`src/rtl/audio_cfg_seq.sv`:
```
// audio_cfg_seq: audio codec configuration sequencer.
// After reset it writes a fixed 8-entry codec register table through an I2C
// byte master using a req/done handshake. It retries a write after NACK and
// waits a settle delay after the soft-reset write. Once the table is done it
// forwards single runtime register writes from the system side.
//
// Ports:
//   clk, rst             clock, synchronous active-high reset
//   cfg_start            pulse; restarts the table (READY/ERR only)
//   wr_req/addr/data     runtime write request (level until wr_ack)
//   wr_ack, wr_err       1-cycle completion pulse and its failure flag
//   i2c_req/dev/word     request level, device address, {reg, data} word
//   i2c_done, i2c_nack   transaction end pulse and its NACK flag
//   cfg_busy/done/err    sequencer status
module audio_cfg_seq #(
    parameter logic [5:0]  WL        = 6'd16,
    parameter logic [6:0]  DEV_ADDR  = 7'h1A,
    parameter logic [1:0]  RETRY_MAX = 2'd3,
    parameter logic [19:0] DELAY_CYC = 20'd50000
) (
    input  logic        clk,
    input  logic        rst,
    input  logic        cfg_start,
    input  logic        wr_req,
    input  logic [6:0]  wr_addr,
    input  logic [8:0]  wr_data,
    output logic        wr_ack,
    output logic        wr_err,
    output logic        i2c_req,
    output logic [6:0]  i2c_dev,
    output logic [15:0] i2c_word,
    input  logic        i2c_done,
    input  logic        i2c_nack,
    output logic        cfg_busy,
    output logic        cfg_done,
    output logic        cfg_err
);

    localparam int unsigned IDX_W  = 3;
    localparam int unsigned RTY_W  = 2;
    localparam int unsigned DCNT_W = 20;
    localparam int unsigned WORD_W = 16;

    localparam logic [IDX_W-1:0] IDX_LAST = IDX_W'(7);

    // Word-length field of the codec interface register.
    localparam logic [1:0] WL_CODE = (WL == 6'd20) ? 2'b01 :
                                     (WL == 6'd24) ? 2'b10 :
                                     (WL == 6'd32) ? 2'b11 : 2'b00;

    typedef enum logic [2:0] {
        S_LOAD,
        S_ISSUE,
        S_WAIT,
        S_DELAY,
        S_READY,
        S_RT_ISSUE,
        S_RT_WAIT,
        S_ERR
    } state_t;

    state_t state, state_nxt;

    logic [IDX_W-1:0]  idx, idx_nxt;
    logic [RTY_W-1:0]  retry, retry_nxt;
    logic [DCNT_W-1:0] delay_cnt, delay_cnt_nxt;
    logic [WORD_W-1:0] word_nxt;
    logic              req_nxt;
    logic              wr_ack_nxt;
    logic              wr_err_nxt;
    logic              cfg_busy_nxt;
    logic              cfg_done_nxt;
    logic              cfg_err_nxt;

    logic retry_ok;
    logic delay_last;
    logic rt_accept;

    // Codec register table: {reg[6:0], data[8:0]}.
    function automatic logic [WORD_W-1:0] table_word(input logic [IDX_W-1:0] i);
        logic [6:0] r;
        logic [8:0] d;
        case (i)
            3'd0:    begin r = 7'h00; d = 9'h000; end
            3'd1:    begin r = 7'h01; d = 9'h01B; end
            3'd2:    begin r = 7'h02; d = 9'h1B0; end
            3'd3:    begin r = 7'h03; d = 9'h06F; end
            3'd4:    begin r = 7'h04; d = {2'b00, WL_CODE, 5'b10000}; end
            3'd5:    begin r = 7'h06; d = 9'h000; end
            3'd6:    begin r = 7'h34; d = 9'h13F; end
            default: begin r = 7'h35; d = 9'h13F; end
        endcase
        return {r, d};
    endfunction

    assign i2c_dev  = DEV_ADDR;
    assign retry_ok = (retry < RETRY_MAX);
    // Widened compare so DELAY_CYC of 0 still leaves DELAY after one cycle.
    assign delay_last = ((DCNT_W + 1)'(delay_cnt) + (DCNT_W + 1)'(1))
                        >= (DCNT_W + 1)'(DELAY_CYC);
    // The cycle carrying wr_ack still sees the old wr_req level; skip it.
    assign rt_accept = wr_req && !wr_ack;

    // State and datapath registers.
    always_ff @(posedge clk) begin
        if (rst) begin
            state     <= S_LOAD;
            idx       <= '0;
            retry     <= '0;
            delay_cnt <= '0;
            i2c_word  <= '0;
            i2c_req   <= 1'b0;
            wr_ack    <= 1'b0;
            wr_err    <= 1'b0;
            cfg_busy  <= 1'b1;
            cfg_done  <= 1'b0;
            cfg_err   <= 1'b0;
        end else begin
            state     <= state_nxt;
            idx       <= idx_nxt;
            retry     <= retry_nxt;
            delay_cnt <= delay_cnt_nxt;
            i2c_word  <= word_nxt;
            i2c_req   <= req_nxt;
            wr_ack    <= wr_ack_nxt;
            wr_err    <= wr_err_nxt;
            cfg_busy  <= cfg_busy_nxt;
            cfg_done  <= cfg_done_nxt;
            cfg_err   <= cfg_err_nxt;
        end
    end

    // Next-state logic.
    always_comb begin
        state_nxt = state;
        case (state)
            S_LOAD:  state_nxt = S_ISSUE;
            S_ISSUE: state_nxt = S_WAIT;
            S_WAIT: begin
                if (i2c_done) begin
                    if (!i2c_nack) begin
                        if (idx == '0)            state_nxt = S_DELAY;
                        else if (idx == IDX_LAST) state_nxt = S_READY;
                        else                      state_nxt = S_LOAD;
                    end else if (retry_ok) begin
                        state_nxt = S_LOAD;
                    end else begin
                        state_nxt = S_ERR;
                    end
                end
            end
            S_DELAY: begin
                if (delay_last) state_nxt = S_LOAD;
            end
            S_READY: begin
                if (cfg_start)      state_nxt = S_LOAD;
                else if (rt_accept) state_nxt = S_RT_ISSUE;
            end
            S_RT_ISSUE: state_nxt = S_RT_WAIT;
            S_RT_WAIT: begin
                if (i2c_done) begin
                    if (i2c_nack && retry_ok) state_nxt = S_RT_ISSUE;
                    else                      state_nxt = S_READY;
                end
            end
            S_ERR: begin
                if (cfg_start) state_nxt = S_LOAD;
            end
            default: state_nxt = S_LOAD;
        endcase
    end

    // Output and datapath next values.
    always_comb begin
        idx_nxt       = idx;
        retry_nxt     = retry;
        delay_cnt_nxt = delay_cnt;
        word_nxt      = i2c_word;
        req_nxt       = i2c_req;
        wr_ack_nxt    = 1'b0;
        wr_err_nxt    = 1'b0;
        cfg_done_nxt  = cfg_done;
        cfg_err_nxt   = cfg_err;
        cfg_busy_nxt  = !((state_nxt == S_READY) || (state_nxt == S_ERR));

        case (state)
            S_LOAD: word_nxt = table_word(idx);
            S_ISSUE: req_nxt = 1'b1;
            S_WAIT: begin
                if (i2c_done) begin
                    req_nxt = 1'b0;
                    if (!i2c_nack) begin
                        retry_nxt = '0;
                        if (idx == '0) begin
                            delay_cnt_nxt = '0;
                        end else if (idx == IDX_LAST) begin
                            cfg_done_nxt = 1'b1;
                        end else begin
                            idx_nxt = idx + IDX_W'(1);
                        end
                    end else if (retry_ok) begin
                        retry_nxt = retry + RTY_W'(1);
                    end else begin
                        cfg_err_nxt = 1'b1;
                    end
                end
            end
            S_DELAY: begin
                if (delay_last) begin
                    idx_nxt       = IDX_W'(1);
                    delay_cnt_nxt = '0;
                end else begin
                    delay_cnt_nxt = delay_cnt + DCNT_W'(1);
                end
            end
            S_READY, S_ERR: begin
                if (cfg_start) begin
                    cfg_done_nxt = 1'b0;
                    cfg_err_nxt  = 1'b0;
                    idx_nxt      = '0;
                    retry_nxt    = '0;
                end else if ((state == S_READY) && rt_accept) begin
                    word_nxt = {wr_addr, wr_data};
                end
            end
            S_RT_ISSUE: req_nxt = 1'b1;
            S_RT_WAIT: begin
                if (i2c_done) begin
                    req_nxt = 1'b0;
                    if (!i2c_nack) begin
                        wr_ack_nxt = 1'b1;
                        retry_nxt  = '0;
                    end else if (retry_ok) begin
                        retry_nxt = retry + RTY_W'(1);
                    end else begin
                        wr_ack_nxt = 1'b1;
                        wr_err_nxt = 1'b1;
                        retry_nxt  = '0;
                    end
                end
            end
            default: ;
        endcase
    end

endmodule

```
`config.mk`:
```
export PLATFORM = sky130hd
export DESIGN_NAME = audio_cfg_seq
export DESIGN_NICKNAME = d
export VERILOG_FILES = /design/src/rtl/audio_cfg_seq.sv
export SDC_FILE = /design/constraint.sdc
export NUM_CORES = 1
export LEC_CHECK = 0
export ABC_AREA = 1
export CAP_MARGIN = 25
export CORE_MARGIN = 1.5
export CORE_UTILIZATION = 58
export CTS_CLUSTER_DIAMETER = 80
export DETAILED_ROUTE_END_ITERATION = 16
export GPL_TIMING_DRIVEN = 0
export PLACE_DENSITY = 0.95
export SLEW_MARGIN = 40
export SYNTH_ARGS = -nofsm -noshare
export SYNTH_HDL_FRONTEND = slang
export SYNTH_SLANG_ARGS = --single-unit
```
`constraint.sdc`:
```
create_clock -name clk -period 5.5 [get_ports clk]
set_clock_uncertainty 0.2 [all_clocks]
set_input_delay 1.375 -clock clk [delete_from_list [all_inputs] [get_ports clk]]
set_output_delay 1.375 -clock clk [all_outputs]
set_load 0.02 [all_outputs]
```
* Yosys cells after proc, flatten, opt, wreduce, memory -nomap -nowiden *
Index checks and enable logic that the tools add are counted.

cells by class
  bitwise operators = 3
  mux-type cells = 51
  equal/unequal tests = 31
  reductions and logical operators = 27
  add/sub/neg operators = 4
  order comparisons = 2

operators with widths
  kind                     count
  $mux W20                 4
  $mux W3                  16
  $pmux W9 S5              1
  $pmux W6 S7              1
  $pmux W20 S2             1
  $mux W16                 2
  $pmux W16 S2             1
  $eq A3 B3 Y1 const B     10
  $ne A2 B2 Y1 const B     13
  $pmux W3 S8              1
  $add A20 B1 Y21 const B  1
  $ge A21 B16 Y1 const B   1
  $add A20 B1 Y20 const B  1
  $mux W2                  7
  $eq A3 B2 Y1 const B     4
  $mux W1                  12
  $reduce_and A5 Y1        2
  $pmux W3 S3              1
  $reduce_bool A2 Y1       4
  $reduce_or A2 Y1         4
  $reduce_and A7 Y1        1
  $eq A3 B1 Y1 const B     2
  $logic_not A3 Y1         2
  $pmux W1 S2              3
  17 further kinds         23

storage, ports and cells
  flip-flop bits (word level) = 50
  bits of input ports = 22
  output and inout port bits = 29

* Logic depth before layout (Yosys ltp) *
  depth in word-level cells = 9
  mapped depth = 16
  depth with buffers taken out = 15

* Least setup slack after synthesis *
Ideal clock, no wire load.

  path type = input port to flip-flop
  start = in i2c_nack
  end = reg cfg_busy
  stages = 8
  path buffers = 0
  data required time = 5179 ps
  setup slack = 2842 ps
  setup time = 121 ps
  arrival time = 2337 ps
  cell sequence = inv_1 > nor2_1 > a21oi_1 > o21ai_0 > nor2_1 > a211oi_1 > nand3b_1 > nand3_1

between the ends
  longest elaborated chain between the ends = 7
  elaborated cells on any way between the ends = 10
  classes of those cells = eq/ne (2); mux (5); reduce/logical (3)

RTL lines
  what                    line  RTL
  start: declaration      33    input logic i2c_nack,
  $logic_and A1 B1 Y1     162   if (i2c_nack && retry_ok) state_nxt = S_RT_ISSUE;
  $mux W1                 162
  $mux W3                 161   if (i2c_done) begin
  $pmux W3 S8 (*)         136   case (state)
  $eq A3 B3 Y1            184   cfg_busy_nxt = !((state_nxt == S_READY) || (state_nxt == S_ERR));
  $logic_or A1 B1 Y1 (*)  184
  $logic_not A1 Y1 (*)    184
  end signal: assignment  127   cfg_busy <= cfg_busy_nxt;
  end: declaration        34    output logic cfg_busy,

Mark *: on every way between the ends. The rest lies on a longest branch, timed or not.
A chain may end at the register's enable or synchronous reset.

* Worst setup path in the final report *
Ends and elaborated chain as after synthesis.

==> impl_metrics.ini <==
[global_route]
grt_pass1_wl_mm = 14.1
grt_overflow = 0
antenna_found_initial = 0
track_usage_pct = 29.5
grt_max_degree = 16
grt_pass1_vias = 3224

[pwr]
power_leakage_nw = 1.49
peakVddDrop_mv = 0.216
p_int_w = 0.000765
p_seq_share_pct = 37.8
finalPower_w = 0.00117
clockPowerShare_pct = 27.3
swShare_pct = 34.7
switchingPower_w = 0.000406
power.density_nw_per_um2 = 307
pwr-share-comb_pct = 34.9

[routing]
drc = 0
totalWireLength_mm = 8.43
drt.antenna.violating_nets = 0
viasPerCell = 5.68
wl_per_cell_um = 13.9
dr.pass1.iters = 5
drt-initial-drc-count = 295
num_vias = 3445

[cts]
cts_buffers = 5
cts_tree = done
clockBufferDepth = 2
htreeDepth = 2
cts_root_buf = clkbuf_8
ctsHoldBuffers = 0
cts_sinks = 50
postCtsSetupBuffers = 0
cts_resized = 0
path_clk_slew_ps = 90
worstSkewPairLatency_ps = 310

[timing]
tightest_slew_ps = 569
post-route-period-util_pct = 58.9
setup_violations = 0
slew_viol_final = 0
hold_viol_final = 0
rsz0062_at_grt = false
fmax_mhz = 309
finalCriticalPeriod_ps = 3240
fin_tns_setup_ps = 0
maxSlewHeadroom_pct = 61.8

[placed_design]
hpwl_mm = 6.10
portBuffers = 43
dpl_cell_area_sq_um = 3670
gp_congestion = 0.945
dp.cells = 599

[layout]
multi_input_area_sq_um = 1810
fin_nets = 566
n_fill_cell = 430
final_cells = 607
regArea_sq_um = 1000
postLayoutCellArea_sq_um = 3810
final_layout_size_suffix_gt1_share_pct = 7.45
antennaDiodeCount = 0
syn_to_final_growth_pct = 21.7

[logic_synthesis]
ys_warn_count = 0
synth_cell_types = 35
yosys.area.top_type = dfxtp_1
syn_avg_cell_area_sq_um = 6.51
ys_seq_elements = 50
synth_ff_type = dfxtp_1
synth_area_sq_um = 3130
synth_cells = 481
post-synth-top-area-fraction_pct = 32.0
synth_seq_area_share_pct = 32.0
ys_async_sr_fraction_pct = 0
synth.area.top_cells = dfxtp_1, nand2_1, a21oi_1
synth_edf_count = 0

[flow_run]
cap_viol_max_count = 0

[setup_path]
cpMaxStageDelayCell = clkdlybuf4s50_1
end_kind = register
path_cells = clkdlybuf4s50_1, inv_1, nor2_1, a21oi_1, o21ai_0, nor2_1, a211oi_1, nand3b_1, nand3_1
cpLargestDelayFamily = buffers and inverters
start_kind = primary input
path_common_cell = nor2_1
max_stage_delay_ps = 570
critPathBufInv = 2
critPathMaxFanout = 7
worstPathRequired_ps = 5490
cp.arrival_ps = 3230
crit_type = in -> reg

[floorplanning]
core_sq_um = 5140
pin_count = 51
die_h_um = 76.5
start_util_pct = 60.9
die-area_sq_um = 5850
fp.dieW_um = 76.5
fp-row-count = 26

[worst_hold_path]
hp-class = reg -> reg

[outcome]
status = finished clean
-- power by group through the flow --
stage	combinational, W	clock, W	sequential [W]
floorplan	0.000223	0	0.000483
global placement	0.000387	0	0.000446
detailed placement	0.000398	0	0.000448
CTS	0.000405	0.000325	0.000441
global route	0.000453	0.000337	0.000447
finish	0.000409	0.000320	0.000442
-- worst register-to-register path: cells and delay by family, from the launching register on --
family	cells	cell delay (ps)
simple gates	10	1300
flops	1	410
fa+ha+maj	1	240
buf+inv	1	150
compound gates	1	140
-- metrics by stage --
stage,hold slack [ps],util (%),setup slack (ps)
2_1_floorplan,250,-,2840
3_3_place_gp,243,71.3,2010
3_5_place_dp,248,71.3,2000
4_1_cts,268,74.1,2310
5_1_grt,300,74.1,2080
6_report,262,74.1,2260
-- registers in the layout, summed over array words and instances (netlist names) --
| name | flops |
|---|---|
| delay_cnt | 20 |
| i2c_word | 16 |
| idx | 3 |
| state | 3 |
| retry | 2 |
| cfg_busy | 1 |
| cfg_done | 1 |
| cfg_err | 1 |
| i2c_req | 1 |
| wr_ack | 1 |
| wr_err | 1 |
-- cell type report --
class	instances	area share, %
Timing Repair Buffer	43	11.3
Clock inverter	2	1.58
Buffer	23	3.42
Tap cell	70	2.30
Sequential cell	50	26.3
Multi-Input combinational cell	357	47.5
Clock buffer	6	2.17
Inverter	56	5.52
-- kinds of logic (layout without fill, tap and decap cells) --
kind of cell	after synthesis	after routing	share of synthesized area [%]
compound gates	98	98	17.1
xor+xnor	3	3	0.839
fa+ha+maj	8	8	3.20
buf+inv	79	130	10.9
flops	50	50	32.0
other cells	2	7	0.240
simple gates	241	241	35.8
-- cells in the final DEF, fill, tap and decap left out, types with 3 or more instances in the layout --
cell type / Yosys / final
nand4_1: 22 / 22
nor2_4: 6 / 6
nand3_2: 6 / 6
nor2_1: 51 / 51
o21ai_0: 24 / 24
nand2_1: 109 / 109
buf_4: 9 / 9
a31oi_1: 8 / 8
ha_1: 8 / 8
conb_1: 2 / 7
nand2_2: 4 / 4
nor4_1: 3 / 3
clkbuf_1: 11 / 11
a21oi_1: 52 / 52
a211oi_1: 3 / 3
o21ai_1: 3 / 3
clkdlybuf4s50_1: 0 / 43
clkbuf_8: 0 / 6
inv_1: 55 / 55
nand3b_1: 3 / 3
dfxtp_1: 50 / 50
nor3_1: 10 / 10
nand3_1: 24 / 24
-- worst paths after layout --
check,startpoint,end,slack (ps),cells past startpoint
max,i2c_nack,cfg_busy,2260,9
min reg2reg,cfg_err,cfg_err,260,2
min,cfg_err,cfg_err,260,2
max reg2reg,delay_cnt[1],idx[2],2950,13
-- Yosys cell counts (2+ instances only) --
library cell / count
a311oi_1: 2
nor3_1: 10
nor2_4: 6
a211oi_1: 3
nand3_1: 24
xor2_1: 2
nor2_1: 51
nand2_2: 4
nor2_2: 2
nor4_1: 3
buf_4: 9
nand3_2: 6
a31oi_1: 8
conb_1: 2
clkbuf_1: 11
o21ai_1: 3
ha_1: 8
nand3b_1: 3
nand2_1: 109
o21ai_0: 24
inv_1: 55
a21oi_1: 52
buf_2: 2
nand4_1: 22
dfxtp_1: 50
-- routing by layer --
layer / global-route usage, % / up-vias / wire, um
li1: - / 1698 / -
met1: 34.7 / 1580 / 3460
met2: 52.8 / 144 / 4250
met3: 4.43 / 23 / 492
met4: 13.1 / 0 / 235
met5: 0 / - / 0
Note: power is estimated with default switching activity, not from simulation.
